<file path="config.mk">
export PLATFORM = sky130hd
export DESIGN_NAME = jk_bank_controller_flat
export DESIGN_NICKNAME = d
export VERILOG_FILES = /design/src/rtl/jk_bank_controller_if.sv /design/src/rtl/jk_bank_controller.sv /design/src/flat_wrapper.sv
export SDC_FILE = /design/constraint.sdc
export NUM_CORES = 1
export LEC_CHECK = 0
export CORE_AREA = 2 2 95 79
export CTS_BUF_LIST = sky130_fd_sc_hd__clkbuf_8
export DETAILED_ROUTE_END_ITERATION = 7
export DIE_AREA = 0 0 97 81
export GPL_TIMING_DRIVEN = 0
export PLACE_DENSITY = 0.69
export RECOVER_POWER = 50
export SETUP_SLACK_MARGIN = 0.15
export SKIP_LAST_GASP = 1
export SLEW_MARGIN = 25
export SYNTH_ARGS = -nofsm -noshare
export SYNTH_HDL_FRONTEND = slang
export SYNTH_SLANG_ARGS = --single-unit
</file>
<file path="constraint.sdc">
create_clock -name clk -period 4 [get_ports clk]
set_input_delay 0.8 -clock clk [delete_from_list [all_inputs] [get_ports clk]]
set_output_delay 0.8 -clock clk [all_outputs]
set_load 0.05 [all_outputs]
</file>
<file path="src/rtl/jk_bank_controller_if.sv">
// Command channel for jk_bank_controller.
// It carries one command at a time using a valid/ready handshake.
//   cmd_valid  : a command is present (driven by master)
//   cmd_ready  : controller can accept a command (driven by slave)
//   cmd_op     : 3-bit operation code
//   cmd_data   : load value or toggle mask
//   cmd_count  : step count for INC/DEC/TOGGLE (0 is treated as 1)
interface jk_bank_controller_if #(
  parameter int WIDTH = 4,
  parameter int CNT_W = 8
);
  logic             cmd_valid;
  logic             cmd_ready;
  logic [2:0]       cmd_op;
  logic [WIDTH-1:0] cmd_data;
  logic [CNT_W-1:0] cmd_count;

  modport master (
    output cmd_valid, cmd_op, cmd_data, cmd_count,
    input  cmd_ready
  );

  modport slave (
    input  cmd_valid, cmd_op, cmd_data, cmd_count,
    output cmd_ready
  );
endinterface

</file>
<file path="src/rtl/jk_bank_controller.sv">
// jk_bank_controller: sequences register-level operations onto an external
// bank of WIDTH JK flip-flops.
//
// Each step does the following:
//   1. It drives j/k for one cycle (APPLY).
//   2. It reads the bank back in the next cycle (CHECK).
//   3. It compares q against the predicted next value.
//
// Ports:
//   clk, rst  : rising-edge clock shared with the bank; sync active-high reset
//   cmd       : command handshake (slave side of jk_bank_controller_if)
//   j, k      : registered J/K drive to the bank
//   q         : bank state readback
//   busy      : command in progress
//   done      : one-cycle pulse when a command completes
//   err       : sticky mismatch / illegal-op flag for the current or last command
module jk_bank_controller #(
  parameter int WIDTH = 4,
  parameter int CNT_W = 8
) (
  input  logic                 clk,
  input  logic                 rst,
  jk_bank_controller_if.slave  cmd,
  output logic [WIDTH-1:0]     j,
  output logic [WIDTH-1:0]     k,
  input  logic [WIDTH-1:0]     q,
  output logic                 busy,
  output logic                 done,
  output logic                 err
);

  typedef enum logic [1:0] {S_IDLE, S_APPLY, S_CHECK, S_DONE} state_t;

  typedef struct packed {
    logic [WIDTH-1:0] j;
    logic [WIDTH-1:0] k;
    logic [WIDTH-1:0] nxt;
  } step_t;

  localparam logic [2:0] OP_HOLD   = 3'b000;
  localparam logic [2:0] OP_LOAD   = 3'b001;
  localparam logic [2:0] OP_CLEAR  = 3'b010;
  localparam logic [2:0] OP_SET    = 3'b011;
  localparam logic [2:0] OP_TOGGLE = 3'b100;
  localparam logic [2:0] OP_INC    = 3'b101;
  localparam logic [2:0] OP_DEC    = 3'b110;
  localparam logic [2:0] OP_RSVD   = 3'b111;

  state_t           state_q, state_d;
  logic [WIDTH-1:0] j_q, j_d, k_q, k_d;
  logic [WIDTH-1:0] exp_q, exp_d;
  logic [CNT_W-1:0] steps_q, steps_d;
  logic             err_q, err_d;
  logic [2:0]       op_q;
  logic [WIDTH-1:0] data_q;
  logic             accept;
  step_t            pred;

  // J/K drive and the predicted next q for one step, computed from the
  // current readback.
  // For INC and DEC, a bit toggles when all lower bits are 1 (INC) or all
  // lower bits are 0 (DEC). This is a ripple-carry or ripple-borrow chain.
  function automatic step_t predict(input logic [2:0]       op,
                                    input logic [WIDTH-1:0] data,
                                    input logic [WIDTH-1:0] cur);
    step_t            s;
    logic [WIDTH-1:0] chain;
    logic             run;
    s     = '0;
    chain = '0;
    run   = 1'b1;
    case (op)
      OP_HOLD:   s.nxt = cur;
      OP_LOAD:   begin s.j = data; s.k = ~data; s.nxt = data; end
      OP_CLEAR:  begin s.k = '1; s.nxt = '0; end
      OP_SET:    begin s.j = '1; s.nxt = '1; end
      OP_TOGGLE: begin s.j = data; s.k = data; s.nxt = cur ^ data; end
      OP_INC: begin
        for (int i = 0; i < WIDTH; i++) begin
          chain[i] = run;
          run      = run & cur[i];
        end
        s.j = chain; s.k = chain; s.nxt = cur + WIDTH'(1);
      end
      OP_DEC: begin
        for (int i = 0; i < WIDTH; i++) begin
          chain[i] = run;
          run      = run & ~cur[i];
        end
        s.j = chain; s.k = chain; s.nxt = cur - WIDTH'(1);
      end
      default: s = '0;
    endcase
    return s;
  endfunction

  assign accept        = (state_q == S_IDLE) && cmd.cmd_valid;
  assign cmd.cmd_ready = (state_q == S_IDLE);
  assign busy          = (state_q != S_IDLE);
  assign done          = (state_q == S_DONE);
  assign err           = err_q;
  assign j             = j_q;
  assign k             = k_q;

  always_comb begin
    state_d = state_q;
    j_d     = j_q;
    k_d     = k_q;
    exp_d   = exp_q;
    steps_d = steps_q;
    err_d   = err_q;
    pred    = '0;
    case (state_q)
      S_IDLE: begin
        j_d = '0;
        k_d = '0;
        if (accept) begin
          err_d = 1'b0;
          if (cmd.cmd_op == OP_RSVD) begin
            err_d   = 1'b1;
            state_d = S_DONE;
          end else begin
            pred    = predict(cmd.cmd_op, cmd.cmd_data, q);
            j_d     = pred.j;
            k_d     = pred.k;
            exp_d   = pred.nxt;
            steps_d = CNT_W'(1);
            if ((cmd.cmd_op == OP_TOGGLE || cmd.cmd_op == OP_INC ||
                 cmd.cmd_op == OP_DEC) && cmd.cmd_count != '0)
              steps_d = cmd.cmd_count;
            state_d = S_APPLY;
          end
        end
      end
      S_APPLY: begin
        j_d     = '0;
        k_d     = '0;
        state_d = S_CHECK;
      end
      S_CHECK: begin
        if (q != exp_q) err_d = 1'b1;
        steps_d = steps_q - CNT_W'(1);
        // The next prediction uses the q value read now, not exp_q.
        // This way, a single faulty step does not cascade into later steps.
        if (steps_q > CNT_W'(1)) begin
          pred    = predict(op_q, data_q, q);
          j_d     = pred.j;
          k_d     = pred.k;
          exp_d   = pred.nxt;
          state_d = S_APPLY;
        end else begin
          state_d = S_DONE;
        end
      end
      S_DONE: state_d = S_IDLE;
      default: state_d = S_IDLE;
    endcase
  end

  always_ff @(posedge clk) begin
    if (rst) begin
      state_q <= S_IDLE;
      j_q     <= '0;
      k_q     <= '0;
      exp_q   <= '0;
      steps_q <= '0;
      err_q   <= 1'b0;
    end else begin
      state_q <= state_d;
      j_q     <= j_d;
      k_q     <= k_d;
      exp_q   <= exp_d;
      steps_q <= steps_d;
      err_q   <= err_d;
    end
  end

  // Command fields are only consulted while busy, so they need no reset.
  always_ff @(posedge clk) begin
    if (accept) begin
      op_q   <= cmd.cmd_op;
      data_q <= cmd.cmd_data;
    end
  end

endmodule

</file>
<file path="src/flat_wrapper.sv">
// flat-port wrapper written by rule: the top's interface ports become plain ports
module jk_bank_controller_flat 
#(
  parameter int WIDTH = 4,
  parameter int CNT_W = 8
)
  (clk, rst, j, k, q, busy, done, err, cmd_cmd_valid, cmd_cmd_op, cmd_cmd_data, cmd_cmd_count, cmd_cmd_ready);
  jk_bank_controller_if #(.WIDTH(WIDTH), .CNT_W(CNT_W)) cmd_i ();
  input  logic clk;
  input  logic rst;
  output logic [WIDTH-1:0] j;
  output logic [WIDTH-1:0] k;
  input  logic [WIDTH-1:0] q;
  output logic busy;
  output logic done;
  output logic err;
  input wire logic [$bits(cmd_i.cmd_valid)-1:0] cmd_cmd_valid;
  input wire logic [$bits(cmd_i.cmd_op)-1:0] cmd_cmd_op;
  input wire logic [$bits(cmd_i.cmd_data)-1:0] cmd_cmd_data;
  input wire logic [$bits(cmd_i.cmd_count)-1:0] cmd_cmd_count;
  output wire logic [$bits(cmd_i.cmd_ready)-1:0] cmd_cmd_ready;
  assign cmd_i.cmd_valid = cmd_cmd_valid;
  assign cmd_i.cmd_op = cmd_cmd_op;
  assign cmd_i.cmd_data = cmd_cmd_data;
  assign cmd_i.cmd_count = cmd_cmd_count;
  assign cmd_cmd_ready = cmd_i.cmd_ready;
  jk_bank_controller #(.WIDTH(WIDTH), .CNT_W(CNT_W)) u_core (.clk(clk), .rst(rst), .cmd(cmd_i), .j(j), .k(k), .q(q), .busy(busy), .done(done), .err(err));
endmodule
</file>
======== Word level (Yosys, flattened, before mapping) ========
Index checks and enable logic that the tools add are counted.
storage, ports and cells
  flip-flop bits (word level) ............. 30
  input port bits ......................... 22
  word-level logic and storage cells ...... 91
operators by class
  bitwise logic cells ..................... 11
  multiplexer cells ....................... 30
  eq/ne operators ......................... 21
  reduce and logical (&&, ||, !) cells .... 17
  add/subtract/negate cells ............... 3
  order comparisons ....................... 1
operators by type and width
  operator                                                                         count
  4-bit case mux with 6 select lines                                               2
  4-bit case mux with 5 select lines                                               2
  4-bit two-way mux                                                                9
  4-bit case mux with 4 select lines                                               2
  8-bit two-way mux                                                                3
  4-bit case mux with 3 select lines                                               2
  3-bit equality test, second input constant                                       7
  8-bit case mux with 2 select lines                                               1
  3-bit by 2-bit equality test with 1-bit output, second input constant            4
  8-bit by 1-bit greater-than comparator with 1-bit output, second input constant  1
  4-bit NOT                                                                        2
  2-bit case mux with 4 select lines                                               1
  4-bit case mux with 2 select lines                                               1
  8-bit nonzero test                                                               1
  8-bit by 1-bit subtractor with 8-bit output, second input constant               1
  4-bit bitwise XOR                                                                2
  3-bit by 1-bit equality test with 1-bit output, second input constant            2
  3-bit logical NOT                                                                2
  2-bit two-way mux                                                                3
  2-bit by 1-bit inequality test with 1-bit output, second input constant          3
  3-bit AND reduction                                                              2
  4-bit by 1-bit adder with 4-bit output, second input constant                    1
  1-bit AND                                                                        4
  2-bit equality test, second input constant                                       2
  15 further kinds                                                                 23

======== Logic depth before layout (Yosys ltp) ========
Gate-level depths: netlist (run 1).
  word-level depth ........................ 8
  gate-level depth with buffers ........... 9
  depth with buffers taken out ............ 8

======== Least setup slack after synthesis (run 1) ========
OpenSTA, ideal clock, no wires.
  kind .................................... flip-flop to flip-flop
  from .................................... reg u_core.state_q[0]
  to ...................................... reg u_core.steps_q[7]
  cell stages (with the launch flop) ...... 10
  library setup time ...................... 0.128 ns
  arrival ................................. 2.143 ns
  setup slack ............................. 1.730 ns
  buffers on the path ..................... 1
  cell sequence ........................... dfxtp_1 -> inv_1 -> ha_1 -> inv_1 -> nand2_1 -> and2_1 -> buf_2 -> nor2_1 -> o22ai_1 -> nor2_1
between the ends
  longest elaborated chain between the ends .. 4
  elaborated cells on any way between the ends .. 8
  those cells by class .................... 3 x eq/ne; 1 x mux; 4 x reduce/logical
ends and longest elaborated chain
  what                                                               RTL line                   source
  from (decl)                                                        jk_bank_controller.sv:49   state_t state_q, state_d;
  from (signal assigned)                                             jk_bank_controller.sv:169  state_q <= state_d;
  2-bit logical NOT *                                                -
  net cmd_cmd_ready                                                  flat_wrapper.sv:21         output wire logic [$bits(cmd_i.cmd_ready)-1:0] cmd_cmd_ready;
  1-bit logical AND                                                  jk_bank_controller.sv:97   assign accept = (state_q == S_IDLE) && cmd.cmd_valid;
  2-bit by 1-bit inequality test with 1-bit output (no source line)  -
  3-bit AND reduction (no source line)                               -
  to (signal assigned)                                               jk_bank_controller.sv:173  steps_q <= steps_d;
  to (decl)                                                          jk_bank_controller.sv:52   logic [CNT_W-1:0] steps_q, steps_d;
Mark *: on every way through the listed nets, which the timed path passes. The rest lies on a longest branch.
A chain may end at the register's enable or synchronous reset.

======== Worst setup path in the final report (run 1) ========
  from .................................... in q[0]
  to ...................................... reg u_core.k_q[3] (netlist: u_core.k[3])
between the ends
  longest elaborated chain between the ends .. 7
  elaborated cells on any way between the ends .. 11
  those cells by class .................... 6 x mux; 5 x bitwise
ends and longest elaborated chain
  what                                  RTL line                   source
  from (decl)                           flat_wrapper.sv:13         input logic [WIDTH-1:0] q;
  1-bit NOT                             jk_bank_controller.sv:88   run = run & ~cur[i];
  1-bit AND (2 in a row)                jk_bank_controller.sv:88
  4-bit case mux with 5 select lines    jk_bank_controller.sv:72   case (op)
  4-bit two-way mux                     jk_bank_controller.sv:119  if (cmd.cmd_op == OP_RSVD) begin
  4-bit two-way mux                     jk_bank_controller.sv:117  if (accept) begin
  4-bit case mux with 3 select lines *  jk_bank_controller.sv:113  case (state_q)
  to (signal assigned)                  jk_bank_controller.sv:171  k_q <= k_d;
  to (decl)                             jk_bank_controller.sv:50   logic [WIDTH-1:0] j_q, j_d, k_q, k_d;
Every way passes the cells marked *; elsewhere a longest branch is shown, timed or not. The select of a mux whose other input is x is not followed.

==> results of run 1 <==
per-stage QoR:
step	hold slack, ns	setup WS (ns)	total power [mW]	instance area (sq um)	utilization, %
2_1_floorplan	0.4759	1.730	1.027	2669	-
3_3_place_gp	0.4922	0.9475	1.239	3112	44.19
3_5_place_dp	0.4979	0.9576	1.253	3112	44.19
4_1_cts	0.5080	1.228	1.577	3228	45.84
5_1_grt	0.5227	1.074	1.688	3227	45.82
6_report	0.4993	1.161	1.571	3227	45.82
final timing paths:
kind,start,endpoint,slack (ns),cells past startpoint
max,q[0],u_core.k[3],1.16,8
min,u_core.j[3],u_core.j[3],0.50,2
max reg2reg,u_core.state_q[0],u_core.exp_q[1],1.98,8
min reg2reg,u_core.j[3],u_core.j[3],0.50,2
sequential cells by signal (all words and copies together) (netlist names):
register / flops
u_core.j: 4
u_core.err: 1
u_core.steps_q: 8
u_core.k: 4
u_core.data_q: 4
u_core.op_q: 3
u_core.exp_q: 4
u_core.state_q: 2
layout by cell type (no fill, tap or decap), types with 9 or more instances in the layout:
cell type | Yosys | layout
mux2i_1 | 9 | 9
ha_1 | 10 | 10
clkdlybuf4s50_1 | 0 | 17
buf_2 | 10 | 9
dfxtp_1 | 23 | 23
nor2_1 | 47 | 47
a211oi_1 | 11 | 11
nand2_1 | 35 | 35
inv_1 | 10 | 11
a21oi_1 | 27 | 27
dlygate4sd3_1 | 0 | 16
o21ai_0 | 26 | 26
nor3_1 | 11 | 11
critical path, cell delays in order:
cell and delay [ns]:
clkdlybuf4s50_1 0.53, ha_1 0.31, ha_1 0.32, nor2_1 0.08, a2111oi_0 0.43, o21bai_1 0.19
a22oi_1 0.13, a211oi_1 0.25
routing by layer:
layer	wire [um]	vias to the layer above
met5	0	-
met4	129	0
met3	594	12
met2	3421	149
met1	3761	1312
li1	-	1391
logic make-up (layout without fill, tap and decap cells):
kind of cell,Yosys count,in the layout
mux,10,10
compound gates,130,130
fa+ha+maj,10,10
simple gates,125,125
xor+xnor,10,10
buf+inv,39,80
flops,30,30
report_power, final:
| part | leakage, nW | total, mW | switching (mW) | internal, mW |
|---|---|---|---|---|
| logic | 0.934 | 0.798 | 0.505 | 0.293 |
| clock network | 0.0626 | 0.323 | 0.122 | 0.201 |
| registers | 0.255 | 0.450 | 0.0650 | 0.385 |
| total | 1.25 | 1.57 | 0.692 | 0.879 |
cell type report:
cell class / count / share of cell area, %
flip-flops and latches: 30 / 20.78
plain buffers: 27 / 5.467
multi-input cells: 285 / 55.02
well taps: 90 / 3.490
clock buffers: 6 / 2.559
repair buffers: 33 / 10.24
clock inverters: 2 / 1.047
inverters: 12 / 1.396
==> flow_summary_export.csv, run 1 <==
group,metric,value,unit
status,outcome,"finished, final reports clean",
synthesis,synth_edf_count,7,
clock_network,cts_setup_buffers,0,
sta,setup_tns,0,ns
route,drt-total-wl,7.906,mm
global_routing,grt_max_degree,11,
place,dp.cells,477,
synthesis,ys_seq_area_share,25.13,%
synthesis,synth_xor_area_share,3.282,%
synthesis,synth_top_family_by_area,"compound AO/OA/AOI/OAI gates",
place,place_congestion,0.8900,
synthesis,syn_area,2669,sq um
synthesis,synth_top_area_share,17.25,%
synthesis,yosys.cell_types.count,60,
synthesis,synth_cells,354,
hold_path,min_path_type,"reg2reg",
global_routing,grt-ovfl-total,0,
synthesis,synth_warnings,0,
clock_network,cts_buffers,5,
synthesis,synthSimpleGateAreaFrac,21.66,%
clock_network,cts.repair.resized,0,
route,first_iter_violations,290,
floorplanning,start_util,37.90,%
floorplanning,core_area,7042,sq um
route,drc,0,
job,cap_violations,0,
floorplanning,dieArea,7857,sq um
critical_path,worstPathArrival,3.04,ns
floorplanning,die_x,97,um
synthesis,synth.most_common_cell,"nor2_1",
critical_path,crit_type,"in2reg",
sta,timing.fmax,0.3522,GHz
synthesis,synth_area_leader_cell,"dfxtp_1",
sta,fin_crit,2.839,ns
power,worst_ir_drop_vdd,0.1464,mV
route,detail-route-antenna-nets,0,
clock_network,clkSlewWorstSetupHoldPaths,0.08,ns
synthesis,synthArstFlopShare,0,%
route,viasPerCell,5.905,
floorplanning,die_y,81,um
clock_network,clock_sinks,30,
critical_path,start_kind,"input pin",
global_routing,grt-busiest-layer,"met2",
route,num_vias,2864,
place,dp_hpwl,6.009,mm
sta,worst-slew-pin-transition,0.6326,ns
floorplanning,core.rowCount,28,
critical_path,worstPathRequired,4.20,ns
finish,area_delta_synth_final,20.91,%
finish,fill_cells,720,
floorplanning,ios,34,
synthesis,syn-num-nets,386,
place,port_buffers,33,
global_routing,grt_use_met1,29.95,%
synthesis,syn_area_per_cell,7.539,sq um
global_routing,grt_pass1_vias,2531,
route,routedWlPerCell,16.30,um
sta,setup_viol,0,
synthesis,synthMuxAreaShare,3.938,%
finish,fin_cells,485,
clock_network,clkLatencyLatePin,0.29,ns
global_routing,grt_pass1_wl,12.95,mm
global_routing,antenna_found_initial,0,
clock_network,cts_max_level,2,
finish,diodes,0,
synthesis,synth_compound_area_share,32.96,%
critical_path,crit_fanout,5,
sta,drv_slew,0,
synthesis,synthAdderAreaFrac,4.688,%
route,first_pass_iters,5,
finish,nets,426,
synthesis,synthTopCellsByArea,"dfxtp_1 (17%), edfxtp_1 (7.9%), nor2_1 (6.6%)",
synthesis,synth.top_cells.by_count,"nor2_1 (47), nand2_1 (35), a21oi_1 (27)",
clock_network,cts_tree,"built",
sta,rsz0062_at_grt,"false",
finish,regArea,670.6,sq um
finish,drive_above_1_share,9.367,%
global_routing,track_usage,20.47,%
synthesis,synth-main-ff-cell,"dfxtp_1",
clock_network,clock-root-buffer,"clkbuf_8",
finish,multi_input_area,1775,sq um
sta,fin_skew,0.01541,ns
sta,hold_viol_final,0,
clock_network,clk_path_buf_depth,2,
power,leakage,1.252,nW
power,power_density,487.0,nW/um^2
sta,finalCritPeriodShare,70.98,%
critical_path,worstSetupEndpointType,"register",
clock_network,hold_buffers,0,
sta,slew_headroom,57.82,%
global_routing,grt_use_met3,3.614,%
synthesis,ys_ff_latch,30,
global_routing,use_met2,30.69,%
No activity file was read; power rests on OpenSTA's default activity.
==> inputs of run 2 (changes only) <==
==> constraint.sdc (replaced) <==
create_clock -name clk -period 2.81 [get_ports clk]
set_input_delay 0.562 -clock clk [delete_from_list [all_inputs] [get_ports clk]]
set_output_delay 0.562 -clock clk [all_outputs]
set_load 0.05 [all_outputs]
==> flow_summary_export.csv, run 2 (same netlist as run 1, synthesis figures left out) <==
group,metric,value,unit
global_routing,grt_max_degree,11,
sta,hold_viol_final,0,
clock_network,clock_sinks,30,
route,detail-route-antenna-nets,0,
place,port_buffers,33,
route,first_pass_iters,5,
critical_path,worstPathArrival,1.96,ns
sta,setup_viol,0,
clock_network,clkSlewWorstSetupHoldPaths,0.08,ns
power,combPwrFrac,50.9,%
floorplanning,start_util,37.90,%
power,pwr-share-seq,28.6,%
floorplanning,core_area,7042,sq um
route,viasPerCell,5.870,
critical_path,r2r_end,"u_core.exp_q[1]",
power,power_density,693.9,nW/um^2
critical_path,start_kind,"register",
status,outcome,"finished, final reports clean",
critical_path,timing.rr.start,"u_core.state_q[0]",
place,place_congestion,0.8900,
route,num_vias,2847,
finish,final_cell_mix,"nor2_1 (47), nand2_1 (35), a21oi_1 (27)",
place,dp.cells,477,
critical_path,crit_fanout,7,
finish,drive_above_1_share,9.620,%
clock_network,cts_max_level,2,
power,fin_total_pwr,2.241,mW
critical_path,setup.worst_path.start,"u_core.state_q[0]",
sta,slew_headroom,57.99,%
hold_path,min_from,"u_core.j[3]",
floorplanning,die_x,97,um
power,p_sw,0.9891,mW
place,dp_hpwl,6.009,mm
sta,rsz0062_at_grt,"true",
power,leakage,1.251,nW
finish,area_delta_synth_final,21.00,%
clock_network,cts.repair.resized,0,
finish,fin_cells,485,
sta,drv_slew,0,
clock_network,cts_tree,"built",
clock_network,clkLatencyLatePin,0.29,ns
finish,diodes,0,
floorplanning,core.rowCount,28,
power,switching_share,44.14,%
finish,nets,426,
route,drc,0,
sta,fin_crit,2.523,ns
route,drt-total-wl,7.890,mm
critical_path,setup.worst_path.end,"busy",
critical_path,reg2regPathDepth,8,
clock_network,cts_setup_buffers,0,
route,first_iter_violations,265,
global_routing,grt_pass1_vias,2531,
critical_path,r2r_setup_slack,0.77,ns
critical_path,worstSetupEndpointType,"output port",
hold_path,min_path_type,"reg2reg",
floorplanning,dieArea,7857,sq um
clock_network,cts_buffers,5,
route,routedWlPerCell,16.27,um
power,power_frac_clock,20.5,%
critical_path,worstPathRequired,2.25,ns
global_routing,antenna_found_initial,0,
finish,final_common_cell,"nor2_1",
sta,finalCritPeriodShare,89.77,%
global_routing,grt-ovfl-total,0,
clock_network,hold_buffers,0,
floorplanning,die_y,81,um
finish,regMostFlops,"u_core.steps_q",
power,p_int,1.252,mW
sta,fin_skew,0.01573,ns
power,worst_ir_drop_vdd,0.2094,mV
job,cap_violations,0,
sta,timing.fmax,0.3964,GHz
critical_path,crit_type,"reg2out",
floorplanning,ios,34,
global_routing,grt_pass1_wl,12.95,mm
clock_network,clock-root-buffer,"clkbuf_8",
sta,worst-slew-pin-transition,0.6302,ns
global_routing,track_usage,20.47,%
clock_network,clk_path_buf_depth,2,
finish,fin_util,45.86,%
finish,largest_reg_flops,8,
## run 2: changes by cell type in the layout (fill, tap and decap cells not counted)
cell	change
ha_1	-1
ha_2	+1
## run 2: through the flow
step	area [sq um]	setup TNS (ns)	hold slack (ns)	setup WS, ns
after floorplan	2669	0	0.4759	0.5396
after detailed placement	3112	0	0.4979	0.005572
after CTS	3228	0	0.5080	0.2757
after global routing	3229	0	0.5227	0.1467
final	3229	0	0.4995	0.2874
after global placement	3112	-0.004544	0.4922	-0.004544
## run 2: power groups by stage
| stage | registers (mW) | logic, mW | clock network [mW] |
|---|---|---|---|
| floorplan | 0.740 | 0.722 | 0 |
| global placement | 0.643 | 1.12 | 0 |
| detailed placement | 0.650 | 1.13 | 0 |
| CTS | 0.641 | 1.14 | 0.468 |
| global route | 0.655 | 1.26 | 0.491 |
| finish | 0.641 | 1.14 | 0.459 |
## run 2: final cells by class
type / count / area, sq um
clock buffer: 6 / 82.58
sequential: 30 / 670.6
fill: 720 / 3812
timing repair buffer: 33 / 330.3
clock inverter: 2 / 33.78
buffer: 27 / 176.4
multi-input combinational: 285 / 1778
tap: 90 / 112.6
inverter: 12 / 45.04
## run 2: worst min-delay path by stage
stage | endpoint | slack (ns) | depth (start not counted)
final | u_core.j[3] | 0.50 | 2
after global routing | u_core.k[0] | 0.52 | 2
after CTS | u_core.k[3] | 0.51 | 2
after detailed placement | u_core.k[0] | 0.50 | 2
after global placement | u_core.exp_q[3] | 0.49 | 2
after floorplan | u_core.exp_q[3] | 0.48 | 2
## run 2: per-layer routing
layer  part of all wire, %  vias up  track usage (%)
li1                      -     1391                -
met1                    49     1312            29.95
met2                    42      126            30.69
met3                   5.8       18            3.614
met4                   2.3        0            6.197
met5                     0        -                0
## run 2: worst max-delay path, stage by stage (launching register included)
cell             delay (ns)
dfxtp_1                0.40
inv_1                  0.08
ha_1                   0.28
inv_1                  0.11
clkdlybuf4s50_1        0.80
==> RTL edit: new RTL, config.mk and constraints of run 2 <==
Re-encode `state_t` (4 states) as one-hot, 4 bits wide.
--- a/src/rtl/jk_bank_controller.sv
+++ b/src/rtl/jk_bank_controller.sv
@@ -29,7 +29,7 @@
   output logic                 err
 );
 
-  typedef enum logic [1:0] {S_IDLE, S_APPLY, S_CHECK, S_DONE} state_t;
+  typedef enum logic [3:0] {S_IDLE = 4'b0001, S_APPLY = 4'b0010, S_CHECK = 4'b0100, S_DONE = 4'b1000} state_t;
 
   typedef struct packed {
     logic [WIDTH-1:0] j;
Formal check against the unedited RTL: same outputs for any inputs over 10 cycles, from zero or initial values and one cycle with rst high; not proved beyond that.
==> RTL edit against run 2 <==
- sequential cell count grew 2
- worst hold slack better by 0.0098 ns
- critical path type unchanged
- cell count is 3.1% lower
- core utilization decreased by 0.75 points
- routed wire length increased by 1.5%
- maximum frequency down 4.4%
- area after synthesis is 1.6% lower
- cell area fell by 1.6%
- count of clock-buffer cells in the layout decreased by 1
- worst setup slack got worse by 0.12 ns
- via count rose by 1.5%
- register-to-register slack got worse by 0.35 ns
- die area stayed put
- largest cell class unchanged
Power is not compared: it rests on default switching activity, and its combinational part moved more than twofold at a synthesized area within 25%.
==> RTL edit: results (changes against run 2) <==
* Synth Area in Compound Gates at 31.6% (-1.3 points)
* Final GP Congestion at 0.961 (+8.0%)
* Cell variety after synth at 67 (+12%)
* CLK BUF at 5 (-1)
* Slew @ Worst Pin at 1.06 ns (+0.429 ns)
* Hold_sp: u_core.exp_q[3]$_SDFFE_PP0P_
* Clock-cell share of area at 3.47% (-0.14 points)
* Flops & latches, synth at 32 (+6.7%)
* Non-Clock Buffer Count at 56 (-6.7%)
* Met1 usage at 28.2% (-1.8 points)
* Vias per inst at 6.15 (+4.8%)
* Syn Area/Cell at 7.72 µm² (+2.4%)
* CP max stage delay at 0.75 ns (-0.05 ns)
* Top post-synthesis cells by area: dfxtp_1 19%, edfxtp_1 8.0%, a21oi_1 5.7%
* Multi-input gates at 270 (-5.3%)
* R2R Setup Slk at 0.42 ns (-0.35 ns)
* DR WL met3 at 891 µm (+93%)
* Layout Cells excl Fill at 470 (-3.1%)
* Inverters at 14 (+2)
* Storage element area at 711 µm² (+6.0%)
* Mux cell area share after synthesis at 4.00% (+0.066 points)
* Avg WL per Cell at 17.0 µm (+4.7%)
* Nets at 407 (-4.5%)
* DP HPWL at 6010 µm (about the same)
* Port-buffer cells at 32 (-3.0%)
* Post-Synth Adder-Cell Area at 2.86% (-1.8 points)
* Mapped Nets at 368 (-4.7%)
* Met2 WL at 3360 µm (+0.39%)
* Top cells by count, synth: 31 x nor2_1, 30 x a21oi_1, 25 x dfxtp_1
* Reg2reg end: u_core.k[0]$_SDFFE_PP0P_
* Global-route wire length before repair at 12,700 µm (-1.8%)
* Placed instance count at 462 (-3.1%)
* Met3 GRT Util at 5.85% (+2.2 points)
* Share of cells above drive strength 1 at 11.1% (+1.4 points)
* Status: complete, no violations
* Post-synthesis sequential area ratio at 27.1% (+1.9 points)
* Post-synthesis xor/xnor area fraction at 2.34% (-0.95 points)
* Hold endpoint: u_core.exp_q[3]$_SDFFE_PP0P_
RTL edit: changes by cell type after synthesis, sizes merged, moves of 5 or more:
cell    before  now
nand3        7   14
nand2       35   26
clkbuf       5   11
or2          0    8
o211ai       4    9
buf         22   13
nor2        47   31
RTL edit: timing repair:
action,in CTS,in global routing
resized for setup,2,10
endpoints found under the setup margin,6,5
endpoints found under the hold margin,0,0
RTL edit: metrics by stage:
| step | power [mW] | area [µm²] | utilization [%] | worst slack, ns | TNS, ns |
|---|---|---|---|---|---|
| floorplan | 0.910 | 2630 | - | 0.743 | 0 |
| global placement | 1.07 | 3060 | 43.4 | -0.376 | -1.27 |
| detailed placement | 1.08 | 3060 | 43.4 | -0.429 | -1.32 |
| CTS | 1.52 | 3170 | 45.0 | 0.0805 | 0 |
| global route | 1.59 | 3180 | 45.1 | 0.118 | 0 |
| finish | 1.52 | 3180 | 45.1 | 0.170 | 0 |
